File: src/rtl/cm_secret_responder_pkg.sv
// Shared definitions for the CM byte-bus responder: protocol bytes, FSM encoding, sizing helpers.
package cm_secret_responder_pkg;

    localparam logic [7:0] BUS_READY = 8'hCC;
    localparam logic [7:0] BUS_YES   = 8'hA5;
    localparam logic [7:0] BUS_NO    = 8'h5A;

    typedef enum logic [2:0] {
        ST_ANNOUNCE   = 3'd0,
        ST_WAIT_GUESS = 3'd1,
        ST_COMPARE    = 3'd2,
        ST_REPLY      = 3'd3,
        ST_LOCKED     = 3'd4
    } state_t;

    // One guess attempt as latched at acceptance time.
    typedef struct packed {
        logic [7:0] guess;
        logic [7:0] key;
    } attempt_t;

    // Counter width able to index 0..n-1, never narrower than one bit.
    function automatic int unsigned cnt_width(input int unsigned n);
        return (n <= 32'd2) ? 32'd1 : $clog2(n);
    endfunction

    function automatic int unsigned max_u(input int unsigned a, input int unsigned b);
        return (a > b) ? a : b;
    endfunction

endpackage

File: src/rtl/cm_bitserial_cmp.sv
// Early-exit, MSB-first bit-serial comparator; each bit takes BIT_DELAY cycles.
module cm_bitserial_cmp
    import cm_secret_responder_pkg::*;
#(
    parameter int unsigned BIT_DELAY = 4
) (
    input  logic       clk,
    input  logic       rst,
    input  logic       load,
    input  logic [7:0] guess,
    input  logic [7:0] key,
    output logic       done_c,
    output logic       match_c,
    output logic [3:0] nbits_c
);

    localparam int unsigned DW = cnt_width(BIT_DELAY);
    localparam logic [DW-1:0] DLAST = DW'(BIT_DELAY - 1);

    attempt_t      q;
    logic          busy;
    logic [2:0]    idx;
    logic [DW-1:0] dcnt;
    logic          bit_eq;
    logic          at_last;

    // Decision happens on the final cycle of each bit's delay window.
    always_comb begin
        bit_eq  = (q.guess[idx] == q.key[idx]);
        at_last = busy && (dcnt == DLAST);
        done_c  = at_last && (!bit_eq || (idx == 3'd0));
        match_c = bit_eq;
        nbits_c = 4'(4'd8 - {1'b0, idx});
    end

    always_ff @(posedge clk or posedge rst) begin
        if (rst) begin
            q    <= '0;
            busy <= 1'b0;
            idx  <= 3'd7;
            dcnt <= '0;
        end else if (load) begin
            q    <= '{guess: guess, key: key};
            busy <= 1'b1;
            idx  <= 3'd7;
            dcnt <= '0;
        end else if (busy) begin
            if (at_last) begin
                dcnt <= '0;
                if (done_c) begin
                    busy <= 1'b0;
                end else begin
                    idx <= idx - 3'd1;
                end
            end else begin
                dcnt <= dcnt + DW'(1);
            end
        end
    end

endmodule

File: src/rtl/cm_secret_responder.sv
// Responder FSM: announces readiness, accepts guesses, sequences the compare and drives the reply.
module cm_secret_responder
    import cm_secret_responder_pkg::*;
#(
    parameter int unsigned BIT_DELAY    = 4,
    parameter int unsigned ANNOUNCE_CYC = 8,
    parameter int unsigned REPLY_CYC    = 8
) (
    input  logic        clk,
    input  logic        rst,
    input  logic [7:0]  secret,
    input  logic [7:0]  rx_data,
    input  logic        rx_valid,
    output logic [7:0]  tx_data,
    output logic        tx_en,
    output logic        unlocked,
    output logic [15:0] attempts,
    output logic [3:0]  last_bits
);

    localparam int unsigned PW = cnt_width(max_u(ANNOUNCE_CYC, REPLY_CYC) + 1);
    localparam logic [PW-1:0] ANN_END = PW'(ANNOUNCE_CYC);
    localparam logic [PW-1:0] REP_END = PW'(REPLY_CYC - 1);

    state_t        state, state_d;
    logic [PW-1:0] cnt, cnt_d;
    logic          hit, hit_d;
    logic [15:0]   attempts_d;
    logic [3:0]    last_bits_d;
    logic [7:0]    tx_data_d;
    logic          tx_en_d;
    logic          unlocked_d;
    logic          accept;
    logic          done_c;
    logic          match_c;
    logic [3:0]    nbits_c;

    cm_bitserial_cmp #(
        .BIT_DELAY (BIT_DELAY)
    ) u_cmp (
        .clk     (clk),
        .rst     (rst),
        .load    (accept),
        .guess   (rx_data),
        .key     (secret),
        .done_c  (done_c),
        .match_c (match_c),
        .nbits_c (nbits_c)
    );

    always_ff @(posedge clk or posedge rst) begin
        if (rst) begin
            state     <= ST_ANNOUNCE;
            cnt       <= '0;
            hit       <= 1'b0;
            attempts  <= '0;
            last_bits <= '0;
            tx_data   <= '0;
            tx_en     <= 1'b0;
            unlocked  <= 1'b0;
        end else begin
            state     <= state_d;
            cnt       <= cnt_d;
            hit       <= hit_d;
            attempts  <= attempts_d;
            last_bits <= last_bits_d;
            tx_data   <= tx_data_d;
            tx_en     <= tx_en_d;
            unlocked  <= unlocked_d;
        end
    end

    // Outputs are registered from the next state so tx_en rises on the edge the state is entered.
    always_comb begin
        state_d     = state;
        cnt_d       = cnt + PW'(1);
        hit_d       = hit;
        attempts_d  = attempts;
        last_bits_d = last_bits;
        accept      = 1'b0;

        case (state)
            ST_ANNOUNCE: begin
                if (cnt == ANN_END) begin
                    state_d = ST_WAIT_GUESS;
                    cnt_d   = '0;
                end
            end
            ST_WAIT_GUESS: begin
                cnt_d = '0;
                if (rx_valid) begin
                    accept     = 1'b1;
                    state_d    = ST_COMPARE;
                    attempts_d = (attempts == 16'hFFFF) ? attempts : attempts + 16'd1;
                end
            end
            ST_COMPARE: begin
                cnt_d = '0;
                if (done_c) begin
                    state_d     = ST_REPLY;
                    hit_d       = match_c;
                    last_bits_d = nbits_c;
                end
            end
            ST_REPLY: begin
                if (cnt == REP_END) begin
                    cnt_d   = '0;
                    state_d = hit ? ST_LOCKED : ST_WAIT_GUESS;
                end
            end
            ST_LOCKED: begin
                cnt_d = '0;
            end
            default: begin
                state_d = ST_ANNOUNCE;
                cnt_d   = '0;
            end
        endcase

        tx_en_d    = (state_d == ST_ANNOUNCE) || (state_d == ST_REPLY);
        unlocked_d = (state_d == ST_LOCKED);
        tx_data_d  = 8'h00;
        if (state_d == ST_ANNOUNCE) begin
            tx_data_d = BUS_READY;
        end else if (state_d == ST_REPLY) begin
            tx_data_d = hit_d ? BUS_YES : BUS_NO;
        end
    end

endmodule

File: config.mk
export PLATFORM = sky130hd
export DESIGN_NAME = cm_secret_responder
export DESIGN_NICKNAME = d
export VERILOG_FILES = /design/src/rtl/cm_secret_responder_pkg.sv /design/src/rtl/cm_bitserial_cmp.sv /design/src/rtl/cm_secret_responder.sv
export SDC_FILE = /design/constraint.sdc
export NUM_CORES = 1
export LEC_CHECK = 0
export ABC_AREA = 0
export CORE_ASPECT_RATIO = 1.75
export CORE_UTILIZATION = 55
export CTS_CLUSTER_SIZE = 10
export DETAILED_ROUTE_END_ITERATION = 7
export HOLD_SLACK_MARGIN = 0.15
export PLACE_DENSITY_LB_ADDON = 0.2
export SLEW_MARGIN = 20
export SYNTH_ARGS = -nofsm -noshare
export SYNTH_HDL_FRONTEND = slang
export SYNTH_SLANG_ARGS = --single-unit
File: constraint.sdc
create_clock -name clk -period 6.1 [get_ports clk]
set_clock_uncertainty 0.1 [all_clocks]
set_input_delay 1.22 -clock clk [delete_from_list [all_inputs] [get_ports clk]]
set_output_delay 1.22 -clock clk [all_outputs]
set_load 0.02 [all_outputs]
==> flow_summary.yaml, run 1 <==
status:
  run_status: "finished, final reports clean"
detailed_routing:
  routed_length_on_met2_um: 2577
  detail_route.wirelength.met1_um: 1991
  highest_layer: "met4"
  wl_per_cell_um: 14.70
  drc_errors: 0
  route.vias.total: 1896
  wl_um: 4896
  route.detailed.vias_per_inst: 5.694
  number_of_drc_markers_in_iteration_0: 37
  met3WireLength_um: 140
  postRouteAntennaNets: 0
  tritonroute_pass_1_iters: 4
synth:
  dominantRegCellSynth: "dfrtp_1"
  synthArstFlopShare: 1.000
  post_synth_and_or_nand_nor_area_fraction: 0.1523
  synthXorXnorAreaFrac: 0.07958
  syn_inst: 235
  mappedNetlistArea_um2: 2751
  synth.ff_latch_count: 56
  post_synth_fa_ha_maj_area_fraction: 0.03183
  yosysWarningCount: 0
  combinational_family_with_the_most_area_after_synthesis: "simple AND/OR/NAND/NOR gates"
  synth_compound_area_frac: 0.07594
  synth_seq_area_share: 0.5107
  synth.distinct_cells: 49
  mappedNetlistNets: 261
  post_synth_mux_area_share: 0.1132
  postSynthAreaPerCell_um2: 11.71
  synth_edf_count: 0
global_route:
  grt_pass1_vias: 1968
  antenna_found_initial: 0
  global_route_wire_length_before_repair_um: 8514
  grt_use_total: 0.2050
  grt_remaining_overflow: 0
  largest_net_degree_at_the_start_of_global_routing: 57
worst_setup_path:
  timing.rr.start: "u_cmp.idx[0]"
  r2r_slack_ns: 3.52
  timing.critical_path.slowest_stage_cell: "and4bb_2"
  cp_data_required_time_ns: 6.20
  cp-end-kind: "flip-flop"
  worst-endpoint-arrival_ns: 3.39
  worst-path-max-fanout: 30
  logic_depth_of_the_worst_register_to_register_path: 7
  worstSetupStartpointType: "input pin"
  cp_cell_sequence: "clkdlybuf4s50_1 -> and4bb_2 -> nand2_1 -> a311oi_1 -> nand4_1 -> xnor2_1"
  cp_num_buf_inv: 1
  cp_slowest_stage_delay_ns: 0.69
  path_class: "in2reg"
  cpLargestDelayFamily: "simple AND/OR/NAND/NOR gates"
  reg2reg_to: "tx_data[6]"
layout:
  layout_common_cells: "dfrtp_1, clkdlybuf4s50_1, xnor2_1"
  synthesis_to_finish_area_growth_pct: 21.51
  num-fill-cells: 367
  final_instance_area_um2: 3343
  proportion_of_layout_cells_with_a_drive_suffix_above_1: 0.1601
  num_antenna_cells: 0
  commonest_non_fill_non_tap_cell_in_the_layout: "dfrtp_1"
  fin_nets: 306
floorplan:
  dieArea_um2: 5301
  rows: 33
  core_region_area_um2: 4748
  fp.dieH_um: 95.57
  starting_density: 0.5794
  io-pin-count: 49
  chipWidth_um: 55.47
clock_tree:
  cts_hold_buffers: 0
  cts_inserted_buffers: 5
  maximum_buffer_depth_of_the_clock_tree: 2
  tritoncts: "done"
  clk_sink_count: 56
  worstSkewPairLatency_ns: 0.30
  post_cts_resize_count: 0
  path_clk_slew_ns: 0.09
  clock-root-buffer: "clkbuf_8"
  cts.htree.levels: 2
  postCtsSetupBuffers: 0
timing:
  unrepaired_setup_endpoints_after_global_routing: "false"
  timing.final.crit_period_ns: 3.296
  totalNegativeSetupSlack_ns: 0
  finalHoldViolations: 0
  worst_slew_pin_slew_ns: 0.9237
  finalWorstSetupSlack_ns: 2.804
  timing.final.setup_violations: 0
  worst_slew_margin_rel: 0.3835
  achievable-frequency_mhz: 303.4
  final-max-slew-violation-count: 0
  timing.final.crit_share: 0.5403
min_path:
  holdCritPathClass: "reg2reg"
  timing.hold.worst.start: "cnt[0]"
  worst_hold_path.num_cells: 1
  min_to: "cnt[0]"
power:
  ir_drop_mv: 0.3297
  power.density_cell_area_nw_per_um2: 408.9
  p_leak_nw: 1.458
placement:
  pre_cts_slack_ns: 2.437
  place_congestion: 0.8311
  port-buffer-count: 48
  hpwlAfterDp_um: 3595
  place_area_um2: 3234
run:
  drv_cap: 0
[where the power goes]
part / total, mW / internal [mW] / switching, mW
Clock: 0.234 / 0.122 / 0.112
Combinational: 0.545 / 0.287 / 0.258
Sequential: 0.588 / 0.489 / 0.0984
Total: 1.37 / 0.898 / 0.469
[stage by stage]
| stage | cells | utilization | hold slack [ns] | power (mW) |
|---|---|---|---|---|
| 5_1_grt | 333 | 0.7041 | 0.4190 | 1.461 |
| 3_3_place_gp | 325 | 0.6812 | 0.3742 | 1.126 |
| 2_1_floorplan | 235 | - | 0.3500 | 0.9933 |
| 6_report | 333 | 0.7041 | 0.3872 | 1.367 |
| 4_1_cts | 333 | 0.7038 | 0.3968 | 1.383 |
| 3_5_place_dp | 325 | 0.6812 | 0.3856 | 1.145 |
[flip-flops by register name, indices dropped and copies added, names as in the netlist]
| signal | flops |
|---|---|
| attempts | 16 |
| u_cmp.q | 16 |
| cnt | 4 |
| last_bits | 4 |
| tx_data | 4 |
| state | 3 |
| u_cmp.idx | 3 |
| u_cmp.dcnt | 2 |
| hit | 1 |
| tx_en | 1 |
| u_cmp.busy | 1 |
| unlocked | 1 |
[cell type report]
class	count	area [µm²]	area share
clock buffers	6	72.57	0.02171
clock inverters	2	35.03	0.01048
inverters	10	38.79	0.01160
multi-input cells	159	1246	0.3728
flip-flops and latches	56	1405	0.4203
well taps	52	65.06	0.01946
repair buffers	48	480.5	0.1437
[worst max-delay path by stage]
stage	from	endpoint	slack (ns)	depth (start not counted)
after detailed placement	rx_valid	attempts[9]	2.44	6
final	rx_valid	attempts[9]	2.80	6
after CTS	rx_valid	attempts[9]	2.78	6
after global placement	rx_valid	attempts[9]	2.54	6
after global routing	rx_valid	attempts[9]	2.55	6
after floorplan	rst	attempts[0]	3.41	1
[layer usage]
layer,up-vias,track usage
li1,912,-
met1,918,0.2190
met2,50,0.3795
met3,16,0.03664
met4,0,0.1104
met5,-,0
[Yosys cell counts, drive strengths merged, types with 2 or more instances]
cell	number	area [µm²]
o21ai	5	25.02
a21o	4	31.28
and2	2	13.77
or4b	2	20.02
ha	7	87.58
and3	5	32.53
nand4	3	18.77
or2	2	12.52
nand3b	2	15.01
mux2	21	236.5
mux4	2	45.04
dfrtp	53	1326
xnor2	23	201.4
and4	2	17.52
buf	9	57.56
inv	10	37.54
dfstp	3	78.83
nor2	14	52.55
a21oi	5	25.02
nand3	14	70.07
a211oi	2	15.01
or3b	2	17.52
nand2	15	56.30
xor2	2	17.52
nand4b	3	26.28
nor3	5	25.02
mux2i	3	30.03
[cells by family after synthesis]
family                     after synthesis
muxes                                   26
buffers and inverters                   20
DFF                                     56
adders and majority gates                7
and+or+nand+nor                         76
xor gates and xnor gates                25
AOI/OAI and AO/OA                       25
Power figures use the tool's default switching activity.
==> run 2: changes to the inputs <==
--- a/config.mk
+++ b/config.mk
@@ -7,7 +7,7 @@
 export LEC_CHECK = 0
 export ABC_AREA = 0
 export CORE_ASPECT_RATIO = 1.75
-export CORE_UTILIZATION = 55
+export CORE_UTILIZATION = 47
 export CTS_CLUSTER_SIZE = 10
 export DETAILED_ROUTE_END_ITERATION = 7
 export HOLD_SLACK_MARGIN = 0.15
==> constraint.sdc (replaced) <==
create_clock -name clk -period 3 [get_ports clk]
set_clock_uncertainty 0.1 [all_clocks]
set_input_delay 0.6 -clock clk [delete_from_list [all_inputs] [get_ports clk]]
set_output_delay 0.6 -clock clk [all_outputs]
set_load 0.02 [all_outputs]
==> flow_summary.yaml, run 2 (synthesis gave the netlist of run 1 again) <==
status:
  run_status: "finished, final reports clean"
timing:
  worst_slew_margin_rel: 0.5465
  timing.final.crit_period_ns: 2.444
  hold_slack_ns: 0.3944
  unrepaired_setup_endpoints_after_global_routing: "false"
  final-max-slew-violation-count: 0
  finalWorstSetupSlack_ns: 0.5560
  timing.final.crit_share: 0.8147
  finalHoldViolations: 0
  timing.final.setup_violations: 0
  worst_slew_pin_slew_ns: 0.6803
  totalNegativeSetupSlack_ns: 0
  achievable-frequency_mhz: 409.2
worst_setup_path:
  timing.rr.start: "u_cmp.idx[0]"
  logic_depth_of_the_worst_register_to_register_path: 7
  r2r_slack_ns: 0.56
  cp-end-kind: "flip-flop"
  worst-path-max-fanout: 8
  worst-endpoint-arrival_ns: 2.59
  cp_data_required_time_ns: 3.15
  cp-startpoint: "u_cmp.idx[0]"
  reg2reg_to: "tx_data[6]"
  worstSetupStartpointType: "flip-flop"
  path_class: "reg2reg"
layout:
  commonest_non_fill_non_tap_cell_in_the_layout: "dfrtp_1"
  synthesis_to_finish_area_growth_pct: 23.65
  fin_nets: 310
  proportion_of_layout_cells_with_a_drive_suffix_above_1: 0.1719
  num-fill-cells: 509
  num_antenna_cells: 0
  layout_common_cells: "dfrtp_1, clkdlybuf4s50_1, xnor2_1"
  layout_top_registers: "attempts x16, u_cmp.q x16"
detailed_routing:
  number_of_drc_markers_in_iteration_0: 74
  route.detailed.vias_per_inst: 5.338
  drc_errors: 0
  route.vias.total: 1927
  wl_per_cell_um: 13.94
  wl_um: 5033
  postRouteAntennaNets: 0
  tritonroute_pass_1_iters: 4
run:
  drv_cap: 0
power:
  p_sw_frac: 0.3445
  comb_power_share: 0.397
  p_leak_nw: 1.480
  power.density_cell_area_nw_per_um2: 819.9
  pwr-share-clk: 0.173
  p_int_mw: 1.828
  switching_power_uw: 960.8
  ir_drop_mv: 0.4720
  p_total_mw: 2.789
  p_seq_frac: 0.430
clock_tree:
  worstSkewPairLatency_ns: 0.30
  post_cts_resize_count: 0
  clock-root-buffer: "clkbuf_8"
  maximum_buffer_depth_of_the_clock_tree: 2
  cts.htree.levels: 2
  tritoncts: "done"
  cts_hold_buffers: 0
  clk_sink_count: 56
  postCtsSetupBuffers: 0
  cts_inserted_buffers: 5
  path_clk_slew_ns: 0.09
placement:
  pre_cts_slack_ns: 0.5025
  port-buffer-count: 48
  hpwlAfterDp_um: 3860
  place_congestion: 0.8481
min_path:
  worst_hold_path.num_cells: 1
  holdCritPathClass: "reg2reg"
  min_to: "cnt[0]"
  timing.hold.worst.start: "cnt[0]"
floorplan:
  dieArea_um2: 6176
  fp.dieH_um: 103.2
  io-pin-count: 49
  chipWidth_um: 59.84
  rows: 36
  starting_density: 0.4926
  core_region_area_um2: 5585
global_route:
  grt_pass1_vias: 1895
  largest_net_degree_at_the_start_of_global_routing: 57
  antenna_found_initial: 0
  grt_remaining_overflow: 0
  grt_use_total: 0.1829
  global_route_wire_length_before_repair_um: 8404
==> run 2: cell count changes in the layout (fill, tap and decap cells not counted) <==
cell	delta
buf_4	+4
clkinv_2	-1
inv_2	+1
==> run 2: through the flow <==
step / utilization / area [µm²] / instances
floorplan: - / 2751 / 235
global placement: 0.5898 / 3294 / 353
detailed placement: 0.5898 / 3294 / 353
CTS: 0.6091 / 3402 / 361
global route: 0.6091 / 3402 / 361
finish: 0.6091 / 3402 / 361
==> run 2: power groups by stage <==
stage / clock network (mW) / logic, mW / registers [mW]
2_1_floorplan: 0 / 0.790 / 1.23
3_3_place_gp: 0 / 1.11 / 1.21
3_5_place_dp: 0 / 1.12 / 1.22
4_1_cts: 0.496 / 1.13 / 1.20
5_1_grt: 0.526 / 1.23 / 1.24
6_report: 0.482 / 1.11 / 1.20
==> run 2: layout make-up <==
type                    count  area (µm²)  share of cell area
repair buffers             52       510.5              0.1501
clock buffers               6       72.57             0.02133
inverters                  10       37.54             0.01103
clock inverters             2       35.03             0.01030
flip-flops and latches     56        1405              0.4130
well taps                  76       95.09             0.02795
multi-input cells         159        1246              0.3663
==> run 2: routing by layer <==
metal / vias to the layer above / global-route usage / routed length (µm)
li1: 913 / - / -
met1: 951 / 0.2111 / 1961
met2: 48 / 0.3205 / 2750
met3: 15 / 0.02736 / 157
met4: 0 / 0.09302 / 165
met5: - / 0 / 0
==> run 2: critical path, stage by stage, from the launching register on <==
cell and delay, ns:
dfstp_2 0.61, inv_1 0.10, ha_1 0.20, ha_1 0.22, a41oi_1 0.23, or4b_2 0.62
a31oi_2 0.20, or2_1 0.11
==> run 2: worst max-delay path by stage <==
stage	end	slack [ns]
after floorplan	tx_data[6]	0.69
after global placement	tx_data[6]	0.51
after global routing	tx_data[6]	0.44
after detailed placement	tx_data[6]	0.50
final	tx_data[6]	0.56
after CTS	tx_data[6]	0.55
==> run 3: changes to the inputs <==
--- a/config.mk
+++ b/config.mk
@@ -7,7 +7,7 @@
 export LEC_CHECK = 0
 export ABC_AREA = 0
 export CORE_ASPECT_RATIO = 1.75
-export CORE_UTILIZATION = 47
+export CORE_UTILIZATION = 52
 export CTS_CLUSTER_SIZE = 10
 export DETAILED_ROUTE_END_ITERATION = 7
 export HOLD_SLACK_MARGIN = 0.15
==> constraint.sdc (replaced) <==
create_clock -name clk -period 2.5 [get_ports clk]
set_clock_uncertainty 0.1 [all_clocks]
set_input_delay 0.5 -clock clk [delete_from_list [all_inputs] [get_ports clk]]
set_output_delay 0.5 -clock clk [all_outputs]
set_load 0.02 [all_outputs]
==> flow_summary.yaml, run 3 (synthesis gave the netlist of run 1 again) <==
timing:
  finalWorstSetupSlack_ns: 0.1323
  timing.final.crit_share: 0.9471
  final-max-slew-violation-count: 0
  worst_slew_pin_slew_ns: 0.4640
  finalHoldViolations: 0
  timing.final.crit_period_ns: 2.368
  totalNegativeSetupSlack_ns: 0
  worst_slew_margin_rel: 0.6902
  unrepaired_setup_endpoints_after_global_routing: "false"
  achievable-frequency_mhz: 422.3
  timing.final.setup_violations: 0
detailed_routing:
  number_of_drc_markers_in_iteration_0: 82
  postRouteAntennaNets: 0
  tritonroute_pass_1_iters: 6
  route.detailed.vias_per_inst: 5.548
  wl_um: 4975
  wl_per_cell_um: 14.59
  drc_errors: 4
  route.vias.total: 1892
floorplan:
  dieArea_um2: 5597
  starting_density: 0.5481
  rows: 34
  fp.dieH_um: 98.23
  io-pin-count: 49
  chipWidth_um: 56.99
  core_region_area_um2: 5020
status:
  run_status: "finished, violations left"
  failing_checks: "design-rule violations"
layout:
  layout_top_registers: "attempts x16, u_cmp.q x16"
  fin_nets: 312
  commonest_non_fill_non_tap_cell_in_the_layout: "dfrtp_1"
  num_antenna_cells: 0
  synthesis_to_finish_area_growth_pct: 23.47
  layout_common_cells: "dfrtp_1, clkdlybuf4s50_1, xnor2_1"
  proportion_of_layout_cells_with_a_drive_suffix_above_1: 0.1742
  final_core_util: 0.6767
global_route:
  largest_net_degree_at_the_start_of_global_routing: 28
  grt_use_total: 0.1961
  grt_pass1_vias: 1919
  grt_remaining_overflow: 0
  antenna_found_initial: 0
  global_route_wire_length_before_repair_um: 8493
clock_tree:
  cts_hold_buffers: 0
  cts_inserted_buffers: 5
  tritoncts: "done"
  clock-root-buffer: "clkbuf_8"
  postCtsSetupBuffers: 0
  clk_sink_count: 56
  worstSkewPairLatency_ns: 0.31
  maximum_buffer_depth_of_the_clock_tree: 2
  path_clk_slew_ns: 0.10
  cts.htree.levels: 2
  post_cts_resize_count: 0
placement:
  pre_cts_slack_ns: 0.08597
  port-buffer-count: 48
  hpwlAfterDp_um: 3760
  place_congestion: 0.9115
worst_setup_path:
  path_class: "reg2reg"
  logic_depth_of_the_worst_register_to_register_path: 7
  worstSetupStartpointType: "flip-flop"
  cp-end-kind: "flip-flop"
  reg2reg_to: "tx_data[6]"
  timing.rr.start: "u_cmp.idx[1]"
  worst-path-max-fanout: 5
  cp_cell_sequence: "inv_2 -> ha_1 -> ha_1 -> a41oi_1 -> or4b_2 -> a31oi_2 -> or2_1"
  r2r_slack_ns: 0.13
  cp_num_buf_inv: 1
  cp_data_required_time_ns: 2.65
  cp_slowest_stage_delay_ns: 0.62
  cpLargestDelayFamily: "simple AND/OR/NAND/NOR gates"
  worst-endpoint-arrival_ns: 2.52
  crit_top_cell: "ha_1"
  timing.critical_path.slowest_stage_cell: "or4b_2"
power:
  p_sw_frac: 0.3533
  p_seq_frac: 0.434
  comb_power_share: 0.413
  power.density_cell_area_nw_per_um2: 972.2
  pwr-share-clk: 0.153
  switching_power_mw: 1.167
  p_total_mw: 3.303
  ir_drop_mv: 0.6222
  p_leak_nw: 1.487
  p_int_mw: 2.136
min_path:
  holdCritPathClass: "reg2reg"
  timing.hold.worst.start: "attempts[15]"
  min_to: "attempts[15]"
  worst_hold_path.num_cells: 1
run:
  drv_cap: 0
-- run 3: final cells by class --
class | instances | area [µm²]
Tap cell | 54 | 67.56
Sequential cell | 56 | 1405
Timing Repair Buffer | 54 | 550.5
Fill cell | 426 | 1623
Multi-Input combinational cell | 159 | 1246
Inverter | 10 | 37.54
Clock buffer | 8 | 90.09
-- run 3: through the flow --
stage	hold WS, ns	area (µm²)	instances
4_1_cts	0.3958	3397	341
5_1_grt	0.4162	3397	341
6_report	0.3877	3397	341
2_1_floorplan	0.3500	2751	235
3_5_place_dp	0.3782	3307	333
3_3_place_gp	0.3759	3307	333
-- run 3: worst max-delay path by stage --
| stage | start | end | slack, ns | cells after the start |
|---|---|---|---|---|
| 2_1_floorplan | u_cmp.idx[0] | tx_data[6] | 0.19 | 7 |
| 3_3_place_gp | rx_valid | tx_data[6] | 0.11 | 6 |
| 3_5_place_dp | rx_valid | tx_data[6] | 0.09 | 6 |
| 4_1_cts | u_cmp.idx[1] | tx_data[6] | 0.12 | 7 |
| 5_1_grt | u_cmp.idx[1] | tx_data[6] | 0.03 | 7 |
| 6_report | u_cmp.idx[1] | tx_data[6] | 0.13 | 7 |
-- run 3: routing by layer --
| layer | vias to the layer above | global-route usage | share of wire |
|---|---|---|---|
| li1 | 922 | - | - |
| met1 | 918 | 0.2236 | 0.40 |
| met2 | 44 | 0.3439 | 0.56 |
| met3 | 8 | 0.03709 | 0.031 |
| met4 | 0 | 0.09568 | 0.018 |
| met5 | - | 0 | 0 |
-- run 3: power by group through the flow --
| stage | combinational (mW) | sequential [mW] | clock, mW |
|---|---|---|---|
| CTS | 1.38 | 1.44 | 0.524 |
| finish | 1.37 | 1.43 | 0.505 |
| global placement | 1.34 | 1.44 | 0 |
| global route | 1.49 | 1.47 | 0.548 |
| detailed placement | 1.38 | 1.46 | 0 |
| floorplan | 0.948 | 1.48 | 0 |
